[config.mk]
export PLATFORM = sky130hd
export DESIGN_NAME = hazard_ctrl
export DESIGN_NICKNAME = d
export VERILOG_FILES = /design/src/rtl/hazard_ctrl.sv
export SDC_FILE = /design/constraint.sdc
export NUM_CORES = 1
export LEC_CHECK = 0
export ABC_AREA = 1
export BUFFER_PORTS_ARGS = -buffer_cell sky130_fd_sc_hd__clkbuf_2
export CORE_MARGIN = 10
export CORE_UTILIZATION = 40
export DETAILED_ROUTE_END_ITERATION = 16
export HOLD_SLACK_MARGIN = 0.06
export PLACE_DENSITY = 0.76
export RECOVER_POWER = 100
export SLEW_MARGIN = 15
export SYNTH_ARGS = -nofsm -noshare
export SYNTH_HDL_FRONTEND = slang
export SYNTH_SLANG_ARGS = --single-unit
[constraint.sdc]
create_clock -name clk -period 3.1 [get_ports clk]
set_input_delay 0.31 -clock clk [delete_from_list [all_inputs] [get_ports clk]]
set_output_delay 0.31 -clock clk [all_outputs]
set_load 0.1 [all_outputs]
[src/rtl/hazard_ctrl.sv]
// Pipeline hazard/stall controller: load-use and ID-branch operand stalls, mul/div front-end freeze, branch flush.
// Optional stall-cycle counter enabled by defining HAZARD_STALL_CNT_EN.
module hazard_ctrl #(
    parameter int MD_LATENCY = 32,
    parameter int CNT_W      = 6
) (
    input  logic        clk,
    input  logic        rst_n,
    input  logic [4:0]  id_rs,
    input  logic [4:0]  id_rt,
    input  logic        id_use_rt,
    input  logic        id_branch,
    input  logic        id_taken,
    input  logic        ex_memread,
    input  logic        ex_regwrite,
    input  logic [4:0]  ex_rd,
    input  logic        mem_memread,
    input  logic [4:0]  mem_rd,
    input  logic        md_start,
    output logic        pc_we,
    output logic        ifid_we,
    output logic        ifid_flush,
    output logic        idex_flush,
    output logic        idex_we,
    output logic        exmem_bubble,
    output logic        md_busy,
    output logic        md_done,
    output logic [31:0] stall_count
);

    typedef enum logic [0:0] {
        RUN     = 1'b0,
        MD_WAIT = 1'b1
    } state_t;

    localparam logic [CNT_W-1:0] CNT_INIT = CNT_W'(MD_LATENCY - 2);
    localparam logic [CNT_W-1:0] CNT_ONE  = CNT_W'(1);
    localparam logic [CNT_W-1:0] CNT_ZERO = '0;

    state_t           state_r;
    logic [CNT_W-1:0] cnt_r;
    logic             lu_s;
    logic             br_ex_s;
    logic             br_mem_s;
    logic             hz_s;

    // Register 0 is hard-wired, so it never creates a dependency.
    function automatic logic reg_match(input logic [4:0] dst, input logic [4:0] src);
        return (dst != 5'd0) && (dst == src);
    endfunction

    // Hazard detection terms.
    always_comb begin
        lu_s     = ex_memread && (reg_match(ex_rd, id_rs) || (id_use_rt && reg_match(ex_rd, id_rt)));
        br_ex_s  = id_branch && ex_regwrite && (reg_match(ex_rd, id_rs) || reg_match(ex_rd, id_rt));
        br_mem_s = id_branch && mem_memread && (reg_match(mem_rd, id_rs) || reg_match(mem_rd, id_rt));
        hz_s     = lu_s || br_ex_s || br_mem_s;
    end

    // Pipeline control outputs; mul/div freeze outranks hazards, hazards outrank the branch flush.
    always_comb begin
        pc_we        = 1'b1;
        ifid_we      = 1'b1;
        ifid_flush   = 1'b0;
        idex_flush   = 1'b0;
        idex_we      = 1'b1;
        exmem_bubble = 1'b0;
        md_busy      = 1'b0;
        md_done      = 1'b0;
        case (state_r)
            RUN: begin
                if (md_start) begin
                    pc_we        = 1'b0;
                    ifid_we      = 1'b0;
                    idex_we      = 1'b0;
                    exmem_bubble = 1'b1;
                    md_busy      = 1'b1;
                end else if (hz_s) begin
                    pc_we      = 1'b0;
                    ifid_we    = 1'b0;
                    idex_flush = 1'b1;
                end else if (id_taken) begin
                    ifid_flush = 1'b1;
                end else begin
                    pc_we = 1'b1;
                end
            end
            MD_WAIT: begin
                pc_we   = 1'b0;
                ifid_we = 1'b0;
                idex_we = 1'b0;
                md_busy = 1'b1;
                // On the final cycle the result is allowed through to MEM.
                if (cnt_r == CNT_ZERO) begin
                    md_done      = 1'b1;
                    exmem_bubble = 1'b0;
                end else begin
                    exmem_bubble = 1'b1;
                end
            end
            default: begin
                pc_we = 1'b1;
            end
        endcase
    end

    // Mul/div sequencing FSM and latency down-counter.
    always_ff @(posedge clk or negedge rst_n) begin
        if (!rst_n) begin
            state_r <= RUN;
            cnt_r   <= CNT_ZERO;
        end else begin
            case (state_r)
                RUN: begin
                    if (md_start) begin
                        state_r <= MD_WAIT;
                        cnt_r   <= CNT_INIT;
                    end else begin
                        state_r <= RUN;
                        cnt_r   <= cnt_r;
                    end
                end
                MD_WAIT: begin
                    if (cnt_r == CNT_ZERO) begin
                        state_r <= RUN;
                        cnt_r   <= CNT_ZERO;
                    end else begin
                        state_r <= MD_WAIT;
                        cnt_r   <= cnt_r - CNT_ONE;
                    end
                end
                default: begin
                    state_r <= RUN;
                    cnt_r   <= CNT_ZERO;
                end
            endcase
        end
    end

`ifdef HAZARD_STALL_CNT_EN
    logic [31:0] stall_cnt_r;

    // Saturating count of cycles in which the PC is held.
    always_ff @(posedge clk or negedge rst_n) begin
        if (!rst_n) begin
            stall_cnt_r <= 32'd0;
        end else if (!pc_we && (stall_cnt_r != 32'hFFFF_FFFF)) begin
            stall_cnt_r <= stall_cnt_r + 32'd1;
        end else begin
            stall_cnt_r <= stall_cnt_r;
        end
    end

    assign stall_count = stall_cnt_r;
`else
    assign stall_count = 32'd0;
`endif

endmodule

* Word level (Yosys, flattened, before mapping)
Cells that the tools add are included.
Widths: inputs -> output; s select.
** Word-level totals
- Register bits :: 7
- Output and inout port bits :: 40
** Cells by class
- $add $sub $neg :: 1
- Equality and inequality tests :: 5
- Muxes and demuxes :: 21
- Bitwise operators :: 1
- Reduce and logical (&&, ||, !) cells :: 18
** Operators by type and width (number)
- $eq 5x5->1 :: 4
- $mux 1 :: 14
- $mux 6 :: 2
- $pmux 6 s2 :: 1
- $logic_and 1x1->1 :: 10
- $reduce_bool 5->1 :: 2
- $pmux 1 s2 :: 4
- $logic_not 6->1 :: 1
- $sub 6x1->6 const B :: 1
- $logic_or 1x1->1 :: 5
- $ne 2x2->1 const B :: 1
- $not 1->1 :: 1

* Longest topological paths before layout
Gate-level depths: netlist of the first run.
- Depth in word-level cells :: 10
- Gate-level depth with buffers :: 10

* Worst setup path after synthesis of the first run
OpenSTA, ideal clock, no wires.
- Path type :: register -> output
- Start point :: register state_r
- End point :: output idex_flush
- Arrival time :: 2.440 ns
- Required time :: 2.790 ns
- Setup slack :: 0.350 ns
- Stages on the path, launching flop included :: 4
- Path buffers :: 0
- Cell sequence :: dfrtp_1 nor2_4 inv_2 a21oi_2
** Between the ends
- Cells in the longest elaborated chain, start to end :: 1
** Ends and longest elaborated chain
- start: declaration :: RTL line 40 : state_t state_r;
- start signal: assignment :: RTL line 110 : state_r <= RUN;
- start signal: assignment :: RTL line 116 : state_r <= MD_WAIT;
- start signal: assignment :: RTL line 119 : state_r <= RUN;
- $mux 1 :: RTL line 70 : case (state_r)
- end: declaration :: RTL line 23 : output logic idex_flush,
Every way passes these cells.

* Worst setup path after layout of the first run
- Start point :: register cnt_r[0]
- End point :: output md_done
** Between the ends
- Cells in the longest elaborated chain, start to end :: 3
** Ends and longest elaborated chain
- start: declaration :: RTL line 41 : logic [CNT_W-1:0] cnt_r;
- start signal: assignment :: RTL line 120 : cnt_r <= cnt_r;
- start signal: assignment :: RTL line 129 : cnt_r <= cnt_r - CNT_ONE;
- $logic_not 6->1 :: RTL line 94 : if (cnt_r == CNT_ZERO) begin
- $mux 1 :: RTL line 94
- $mux 1 :: RTL line 70
- end: declaration :: RTL line 27 : output logic md_done,
Every way passes these cells.

==> implementation parameters, run 1 <==
Parameter                              Value

Clock network
  CTS clk-pin slew, worst paths ... 50 ps
  Maximum level of the CTS H-tree ... 1
  TritonCTS buffer count ... 3
  TritonCTS sink count ... 7
  CTS Buffer Depth ... 2
  Buffers inserted by post-CTS timing repair ... 0
  Clock tree from TritonCTS ... built
  Latest clock arrival within the worst-skew pair ... 250 ps
  Clock Root Buffer ... sky130_fd_sc_hd__clkbuf_4

Finish
  Ant. Diodes ... 0
  Final standard cell area without fillers ... 1190 µm²
  Util after Layout ... 0.4676
  Area growth, synth to finish ... 8.314%
  Leading cell types in the layout, fill and taps excluded ... sky130_fd_sc_hd__nand2_1 (56), sky130_fd_sc_hd__conb_1 (32), sky130_fd_sc_hd__clkbuf_2 (28)
  Number of nets in the layout ... 254
  Most common cell after layout, fill and taps aside ... sky130_fd_sc_hd__nand2_1
  Fill cell count ... 304
  Fraction of layout cells with a size suffix above 1 ... 0.2027
  Area of the multi-input gates ... 641.9 µm²
  Sequential cell area ... 175.2 µm²

STA
  Final WS setup ... 735.0 ps
  Period Utilization, post-route ... 0.7629
  Max Clock Skew ... 3.145 ps
  Highest Clock Rate ... 422.8 MHz
  Slew HR ... 0.2090
  Hold Vio Cnt, Final ... 0
  Transition time of the tightest slew-check pin ... 1192 ps
  Final count of negative-setup-slack endpoints ... 0
  Clock period minus worst slack ... 2365 ps
  Number of max-slew violations in the final report ... 0
  RSZ-0062 raised after global routing ... false
  Aggregate negative setup slack ... 0 ps

Power
  Power, Total ... 851.8 µW
  Switching power total ... 543.4 µW
  Combinational group share of total power ... 0.694
  Part of the total power dissipated in sequential elements ... 0.210
  Portion of total power attributed to the clock network ... 0.097
  Leakage power ... 0.7743 nW
  Switch share ... 0.6379
  Power density cells ... 715.9 nW/µm²
  Worst IR Drop VDD ... 0.5346 mV
  Internal Pwr Total ... 308.4 µW

Global routing
  Met2 usage in global routing ... 0.1691
  Global-route wire length before repair ... 4174 µm
  Routing usage on met1 ... 0.09483
  Most Used Layer, Global Route ... met2
  Gr ovfl total ... 0
  Number of global-route vias before repair ... 1009
  Number of antenna violations at the first check in global routing ... 0
  GR Util All Layers ... 0.09246
  Global Route met3 Usage ... 0.04898
  Largest net degree at the start of global routing ... 8

Synth
  Count of synthesis-stage warnings from yosys ... 0
  Combined area of all synthesized cells ... 1099 µm²
  Syn Inst Count ... 183
  Average instance area after synthesis ... 6.003 µm²
  Number of distinct library cells after synthesis ... 24
  Yosys reg bits ... 7
  Sequential area share after synthesis ... 0.1595

Worst setup path
  WP data required ... 2790 ps
  Cell family contributing the most delay on the critical path ... buffers and inverters
  Buffers and inverters on the worst path ... 2
  R2R setup slack ... 1720 ps
  Count of cells along the worst register-to-register path ... 7
  CP Capture Type ... output pin
  Largest stage delay, worst path ... 880 ps
  Arrival time at the worst endpoint ... 2050 ps
  Crit start category ... flip-flop
  Worst R2R End ... cnt_r[3]
  Critical-path cell list ... inv_1 -> ha_1 -> nand4_2 -> nor2_1 -> clkbuf_1
  FF-to-FF Start ... cnt_r[0]
  Crit path max-delay cell type ... sky130_fd_sc_hd__clkbuf_1
  Biggest fanout along the worst timing path ... 3
  Critical path class ... reg2out

Worst hold path
  Launch point of the worst hold path ... md_start
  Endpoint with the worst hold slack ... cnt_r[0]
  Worst hold path depth ... 4
  Type of the most critical hold path ... in2reg

Route
  Via density ... 4.095
  Remaining design rule violation count ... 0
  Wire length per cell after detailed routing ... 10.38 µm
  Number of vias after detailed routing ... 1032
  DRT Pass-1 Iters ... 4
  Post-route ant nets ... 0
  Overall routed net length ... 2617 µm
  DRT iter0 DRCs ... 83

Placed design
  Area post-placement ... 1185 µm²
  Dpl hpwl ... 2384 µm
  Number of port buffers ... 36
  Routability congestion estimate from global placement ... 0.7667
  Worst Setup Slack post-DPL ... 1184 ps

Outcome
  Outcome ... finished, final reports clean

Job
  Max_cap viols ... 0

Die
  Die footprint ... 5242 µm²
  Initial cell density of the core ... 0.4317
  Io pins ... 69
  Height of the die ... 72.41 µm
  Placement Rows ... 18
  Die width ... 72.41 µm
  Area of the core ... 2545 µm²
-- area by class of cell --
class	instances	area share
clock buffers	4	0.02208
flip-flops and latches	7	0.1472
repair buffers	37	0.1514
inverters	33	0.1083
multi-input cells	141	0.5394
well taps	30	0.03155
-- power by group through the flow --
| stage | sequential (mW) | combinational, mW | clock, mW |
|---|---|---|---|
| after detailed placement | 0.181 | 0.613 | 0 |
| after CTS | 0.180 | 0.616 | 0.0846 |
| final | 0.179 | 0.591 | 0.0822 |
| after global placement | 0.181 | 0.605 | 0 |
| after floorplan | 0.173 | 0.563 | 0 |
| after global routing | 0.187 | 0.649 | 0.0884 |
-- worst reg2reg max path: stages (launching register included) --
cell and delay, ps:
sky130_fd_sc_hd__dfrtp_1 380, sky130_fd_sc_hd__inv_1 100, sky130_fd_sc_hd__ha_1 170, sky130_fd_sc_hd__nand4_2 130, sky130_fd_sc_hd__nor2_1 150, sky130_fd_sc_hd__nor2_1 110, sky130_fd_sc_hd__o21ai_0 180, sky130_fd_sc_hd__inv_1 60
-- cell usage after synthesis --
master,instances,area share
sky130_fd_sc_hd__nand2_1,56,0.19
sky130_fd_sc_hd__buf_4,33,0.23
sky130_fd_sc_hd__inv_1,26,0.089
sky130_fd_sc_hd__nor2_1,12,0.041
sky130_fd_sc_hd__dfrtp_1,7,0.16
sky130_fd_sc_hd__nand3_1,7,0.032
sky130_fd_sc_hd__a21oi_1,6,0.027
sky130_fd_sc_hd__inv_2,6,0.020
sky130_fd_sc_hd__o21ai_1,4,0.018
sky130_fd_sc_hd__nor2_4,3,0.031
sky130_fd_sc_hd__xnor2_1,3,0.024
sky130_fd_sc_hd__a21oi_2,2,0.016
sky130_fd_sc_hd__ha_1,2,0.023
sky130_fd_sc_hd__nor2_2,2,0.011
sky130_fd_sc_hd__nor3_1,2,0.0091
sky130_fd_sc_hd__o21ai_0,2,0.0091
sky130_fd_sc_hd__o22ai_1,2,0.011
sky130_fd_sc_hd__xor2_1,2,0.016
sky130_fd_sc_hd__clkinv_4,1,0.0080
sky130_fd_sc_hd__conb_1,1,0.0034
sky130_fd_sc_hd__nand2_2,1,0.0057
sky130_fd_sc_hd__nand3_2,1,0.0091
sky130_fd_sc_hd__nand4_2,1,0.011
sky130_fd_sc_hd__o21ai_2,1,0.0080
-- how the worst max path moves through the flow --
stage | slack, ps | cells past startpoint | to | startpoint
final | 740 | 5 | md_done | cnt_r[0]
after global routing | 610 | 5 | md_done | cnt_r[0]
after CTS | 1090 | 6 | exmem_bubble | cnt_r[0]
after detailed placement | 1180 | 9 | ifid_flush | mem_rd[2]
after global placement | 1170 | 9 | ifid_flush | mem_rd[2]
after floorplan | 350 | 3 | idex_flush | state_r
-- routing by layer --
layer,wire [µm],share of wire
met5,0,0
met4,9,0.0034
met3,252,0.096
met2,1322,0.51
met1,1033,0.39
-- registers in the layout, indices dropped and copies added, names as in the netlist --
| signal | count |
|---|---|
| cnt_r | 6 |
| state_r | 1 |
-- repair_timing --
item,in CTS,in global routing
hold endpoints to repair,7,0
hold buffers,1,0
gates resized for setup,0,0
setup endpoints to repair,0,0
-- kinds of logic after synthesis --
| kind of cell | after synthesis | synth area share |
|---|---|---|
| adders and majority gates | 2 | 0.02278 |
| xor gates and xnor gates | 5 | 0.03987 |
| buffers and inverters | 66 | 0.3428 |
| AOI/OAI and AO/OA | 17 | 0.08998 |
| and+or+nand+nor | 85 | 0.3417 |
| DFF | 7 | 0.1595 |
| other | 1 | 0.003414 |
-- per-stage QoR --
stage	instances	hold slack, ps
4_1_cts	252	391.0
5_1_grt	252	431.4
6_report	252	375.6
2_1_floorplan	214	14.41
3_3_place_gp	247	155.8
3_5_place_dp	247	156.2
No activity file was read; power rests on OpenSTA's default activity.
==> inputs of run 2 (changes only) <==
--- a/config.mk
+++ b/config.mk
@@ -5,10 +5,10 @@
 export SDC_FILE = /design/constraint.sdc
 export NUM_CORES = 1
 export LEC_CHECK = 0
-export ABC_AREA = 1
+export ABC_AREA = 0
 export BUFFER_PORTS_ARGS = -buffer_cell sky130_fd_sc_hd__clkbuf_2
 export CORE_MARGIN = 10
-export CORE_UTILIZATION = 40
+export CORE_UTILIZATION = 36
 export DETAILED_ROUTE_END_ITERATION = 16
 export HOLD_SLACK_MARGIN = 0.06
 export PLACE_DENSITY = 0.76
==> constraint.sdc (replaced) <==
create_clock -name clk -period 2.13 [get_ports clk]
set_input_delay 0.213 -clock clk [delete_from_list [all_inputs] [get_ports clk]]
set_output_delay 0.213 -clock clk [all_outputs]
set_load 0.1 [all_outputs]
==> implementation parameters, run 2 <==
Parameter                              Value

Worst setup path
  Worst R2R End ... cnt_r[5]
  Worst setup path startpoint ... mem_rd[0]
  FF-to-FF Start ... cnt_r[0]
  Crit path to ... pc_we
  Largest stage delay, worst path ... 370 ps (-510 ps)
  Crit path max-delay cell type ... sky130_fd_sc_hd__or3_1
  Buffers and inverters on the worst path ... 2 (unchanged)
  WP data required ... 1920 ps (-870 ps)
  Cell family contributing the most delay on the critical path ... simple AND/OR/NAND/NOR gates
  CP Capture Type ... output pin
  R2R setup slack ... 620 ps (-1100 ps)
  Critical-path cell list ... clkbuf_2 -> or3_1 -> o311a_1 -> a22oi_2 -> and2_2 -> buf_4
  Biggest fanout along the worst timing path ... 3 (unchanged)
  Count of cells along the worst register-to-register path ... 7 (unchanged)
  Critical path class ... in2out
  Crit start category ... primary input
  Arrival time at the worst endpoint ... 1800 ps (-250 ps)
  Stages on the worst setup path ... 6 (+1)

Finish
  Area growth, synth to finish ... 19.22%
  Most common cell after layout, fill and taps aside ... sky130_fd_sc_hd__conb_1
  Final Non-Filler Cells ... 182 (-28%)
  Number of nets in the layout ... 184 (-28%)
  Leading cell types in the layout, fill and taps excluded ... sky130_fd_sc_hd__conb_1 (32), sky130_fd_sc_hd__clkbuf_2 (29), sky130_fd_sc_hd__xnor2_1 (18)
  Ant. Diodes ... 0 (unchanged)
  Largest registers ... cnt_r x6, state_r x1
  Fraction of layout cells with a size suffix above 1 ... 0.3092 (+0.1065)
  Most flop-heavy register ... cnt_r
  Final standard cell area without fillers ... 1102 µm² (-7.4%)
  Flip-flop count of the largest register, all copies and words added ... 6 (unchanged)

STA
  RSZ-0062 raised after global routing ... false
  Number of max-slew violations in the final report ... 0 (unchanged)
  Final count of negative-setup-slack endpoints ... 0 (unchanged)
  Max Clock Skew ... 5.414 ps (+2.268 ps)
  Highest Clock Rate ... 496.6 MHz
  Period Utilization, post-route ... 0.9455
  Clock period minus worst slack ... 2014 ps
  Slew HR ... 0.6365 (+0.4275)
  Transition time of the tightest slew-check pin ... 547.6 ps (-644.1 ps)
  Hold Vio Cnt, Final ... 0 (unchanged)
  Aggregate negative setup slack ... 0 ps (unchanged)
  Min Hold Slack ... 277.5 ps (-98.04 ps)

Synth
  Number of distinct library cells after synthesis ... 28 (+17%)
  Average instance area after synthesis ... 8.111 µm² (+35%)
  Synth async-reset ratio ... 1.000 (unchanged)
  Count of synthesis-stage warnings from yosys ... 0 (unchanged)
  Yosys reg bits ... 7 (unchanged)
  Area share of the leading cell type in the synthesized netlist ... 0.2679 (+0.04242)
  Sequential area share after synthesis ... 0.1894 (+0.02999)
  Cell with the most instances after synthesis ... sky130_fd_sc_hd__buf_4
  Combined area of all synthesized cells ... 924.6 µm² (-16%)
  Count of flip-flops with a built-in enable after synthesis ... 0 (unchanged)
  Ranking of synthesized cells by instance count ... sky130_fd_sc_hd__buf_4 (33), sky130_fd_sc_hd__xnor2_1 (18), sky130_fd_sc_hd__nor2_1 (8), sky130_fd_sc_hd__a21oi_1 (7), sky130_fd_sc_hd__dfrtp_1 (7)
  Leading cell types by total area after synthesis ... sky130_fd_sc_hd__buf_4 (27%), sky130_fd_sc_hd__dfrtp_1 (19%), sky130_fd_sc_hd__xnor2_1 (17%)
  Syn Inst Count ... 114 (-38%)
  Largest area contributor in the synthesized netlist ... sky130_fd_sc_hd__buf_4
  Primary flip-flop cell chosen by synthesis mapping ... sky130_fd_sc_hd__dfrtp_1

Global routing
  Number of global-route vias before repair ... 893 (-11%)
  Gr ovfl total ... 0 (unchanged)
  Global-route wire length before repair ... 4008 µm (-4.0%)
  GR Util All Layers ... 0.09285 (+0.0003930)
  Number of antenna violations at the first check in global routing ... 0 (unchanged)
  Largest net degree at the start of global routing ... 10 (+2)

Route
  Via density ... 4.412 (+7.7%)
  Number of vias after detailed routing ... 803 (-22%)
  Overall routed net length ... 2436 µm (-6.9%)
  DRT Pass-1 Iters ... 4 (unchanged)
  Post-route ant nets ... 0 (unchanged)
  Wire length per cell after detailed routing ... 13.38 µm (+29%)
  Remaining design rule violation count ... 0 (unchanged)
  DRT iter0 DRCs ... 35 (-58%)

Placed design
  Area post-placement ... 1092 µm² (-7.8%)
  Routability congestion estimate from global placement ... 0.9204 (+20%)
  Dpl hpwl ... 2166 µm (-9.2%)
  Post-Place Cells ... 177 (-28%)
  Number of port buffers ... 36 (unchanged)

Power
  Leakage power ... 0.5215 nW (-33%)
  Worst IR Drop VDD ... 0.6675 mV (+25%)
  Power, Total ... 1.095 mW (+29%)
  Power density cells ... 993.6 nW/µm² (+39%)

Clock network
  Buffers inserted by post-CTS timing repair ... 0 (unchanged)
  CTS-repair resized insts ... 0 (unchanged)
  CTS clk-pin slew, worst paths ... 50 ps (about the same)
  TritonCTS sink count ... 7 (unchanged)
  Hold buffer count at cts ... 1 (unchanged)
  CTS Buffer Depth ... 2 (unchanged)
  Maximum level of the CTS H-tree ... 1 (unchanged)
  Clock tree from TritonCTS ... built
  Clock Root Buffer ... sky130_fd_sc_hd__clkbuf_4
  Latest clock arrival within the worst-skew pair ... 260 ps (about the same)
  TritonCTS buffer count ... 3 (unchanged)

Die
  Height of the die ... 70.68 µm (-2.4%)
  Area of the core ... 2455 µm² (-3.5%)
  Die footprint ... 4996 µm² (-4.7%)
  Placement Rows ... 18 (unchanged)
  Initial cell density of the core ... 0.3767 (-0.05501)
  Io pins ... 69 (unchanged)
  Die width ... 70.68 µm (-2.4%)

Outcome
  Outcome ... finished, final reports clean

Worst hold path
  Type of the most critical hold path ... in2reg

Job
  Max_cap viols ... 0 (unchanged)
-- run 2: cell types whose count changed after synthesis, sizes merged, moves of 2 or more --
cell    previous run  this run
inv               32         3
nand2             57         6
nand2b             0         2
nand3              8         3
nor2              17         8
o21ai              7         3
xnor2              3        18
xor2               2         4
-- run 2: kinds of logic after synthesis --
group,count (synthesis),synth area share
flip-flops,7,0.1894
other,1,0.004056
XOR/XNOR,22,0.2084
AO/OA/AOI/OAI,17,0.1340
buffers and inverters,37,0.2842
adder cells (fa/ha/maj),2,0.02706
AND/OR/NAND/NOR,28,0.1529
-- run 2: through the flow --
stage | worst slack (ps) | util
after CTS | 183.0 | 0.4597
after detailed placement | 183.8 | 0.4450
final | 116.1 | 0.4490
after global placement | 189.6 | 0.4450
after global routing | 45.45 | 0.4490
after floorplan | -534.3 | -
-- run 2: how the worst min path moves through the flow --
stage / from / cells past startpoint / slack (ps) / to
final: md_start / 4 / 280 / cnt_r[0]
after global routing: md_start / 4 / 320 / cnt_r[0]
after CTS: md_start / 4 / 280 / cnt_r[0]
after global placement: rst_n / 1 / 60 / cnt_r[1]
after floorplan: rst_n / 0 / -80 / cnt_r[0]
after detailed placement: rst_n / 1 / 60 / cnt_r[1]
-- run 2: area by class of cell --
type                    count  area [µm²]
clock buffers               4       26.28
fillers                   264        1353
inverters                   3       11.26
multi-input cells         101       623.1
flip-flops and latches      7       175.2
well taps                  30       37.54
repair buffers             37       229.0
-- run 2: per-layer routing --
layer  track usage  share of wire  wire (µm)
met1       0.08558           0.34        836
met2        0.1701           0.50       1206
met3       0.05300           0.15        361
met4       0.02581          0.013         31
met5             0              0          0
-- run 2: worst register-to-register path, stage by stage, from the launching register on --
cell and delay [ps]:
sky130_fd_sc_hd__dfrtp_1 420, sky130_fd_sc_hd__inv_1 100, sky130_fd_sc_hd__ha_1 160, sky130_fd_sc_hd__nand2b_1 80
sky130_fd_sc_hd__o41ai_1 340, sky130_fd_sc_hd__a21oi_1 70, sky130_fd_sc_hd__o21ai_0 150, sky130_fd_sc_hd__o21ai_1 80
-- run 2: power breakdown --
group          leakage [nW]  switching [mW]  total (mW)  internal (mW)
Combinational         0.427           0.510       0.689          0.179
Sequential           0.0792          0.0819       0.281          0.199
Clock                0.0150          0.0539       0.126         0.0718
Total                 0.522           0.646        1.10          0.450
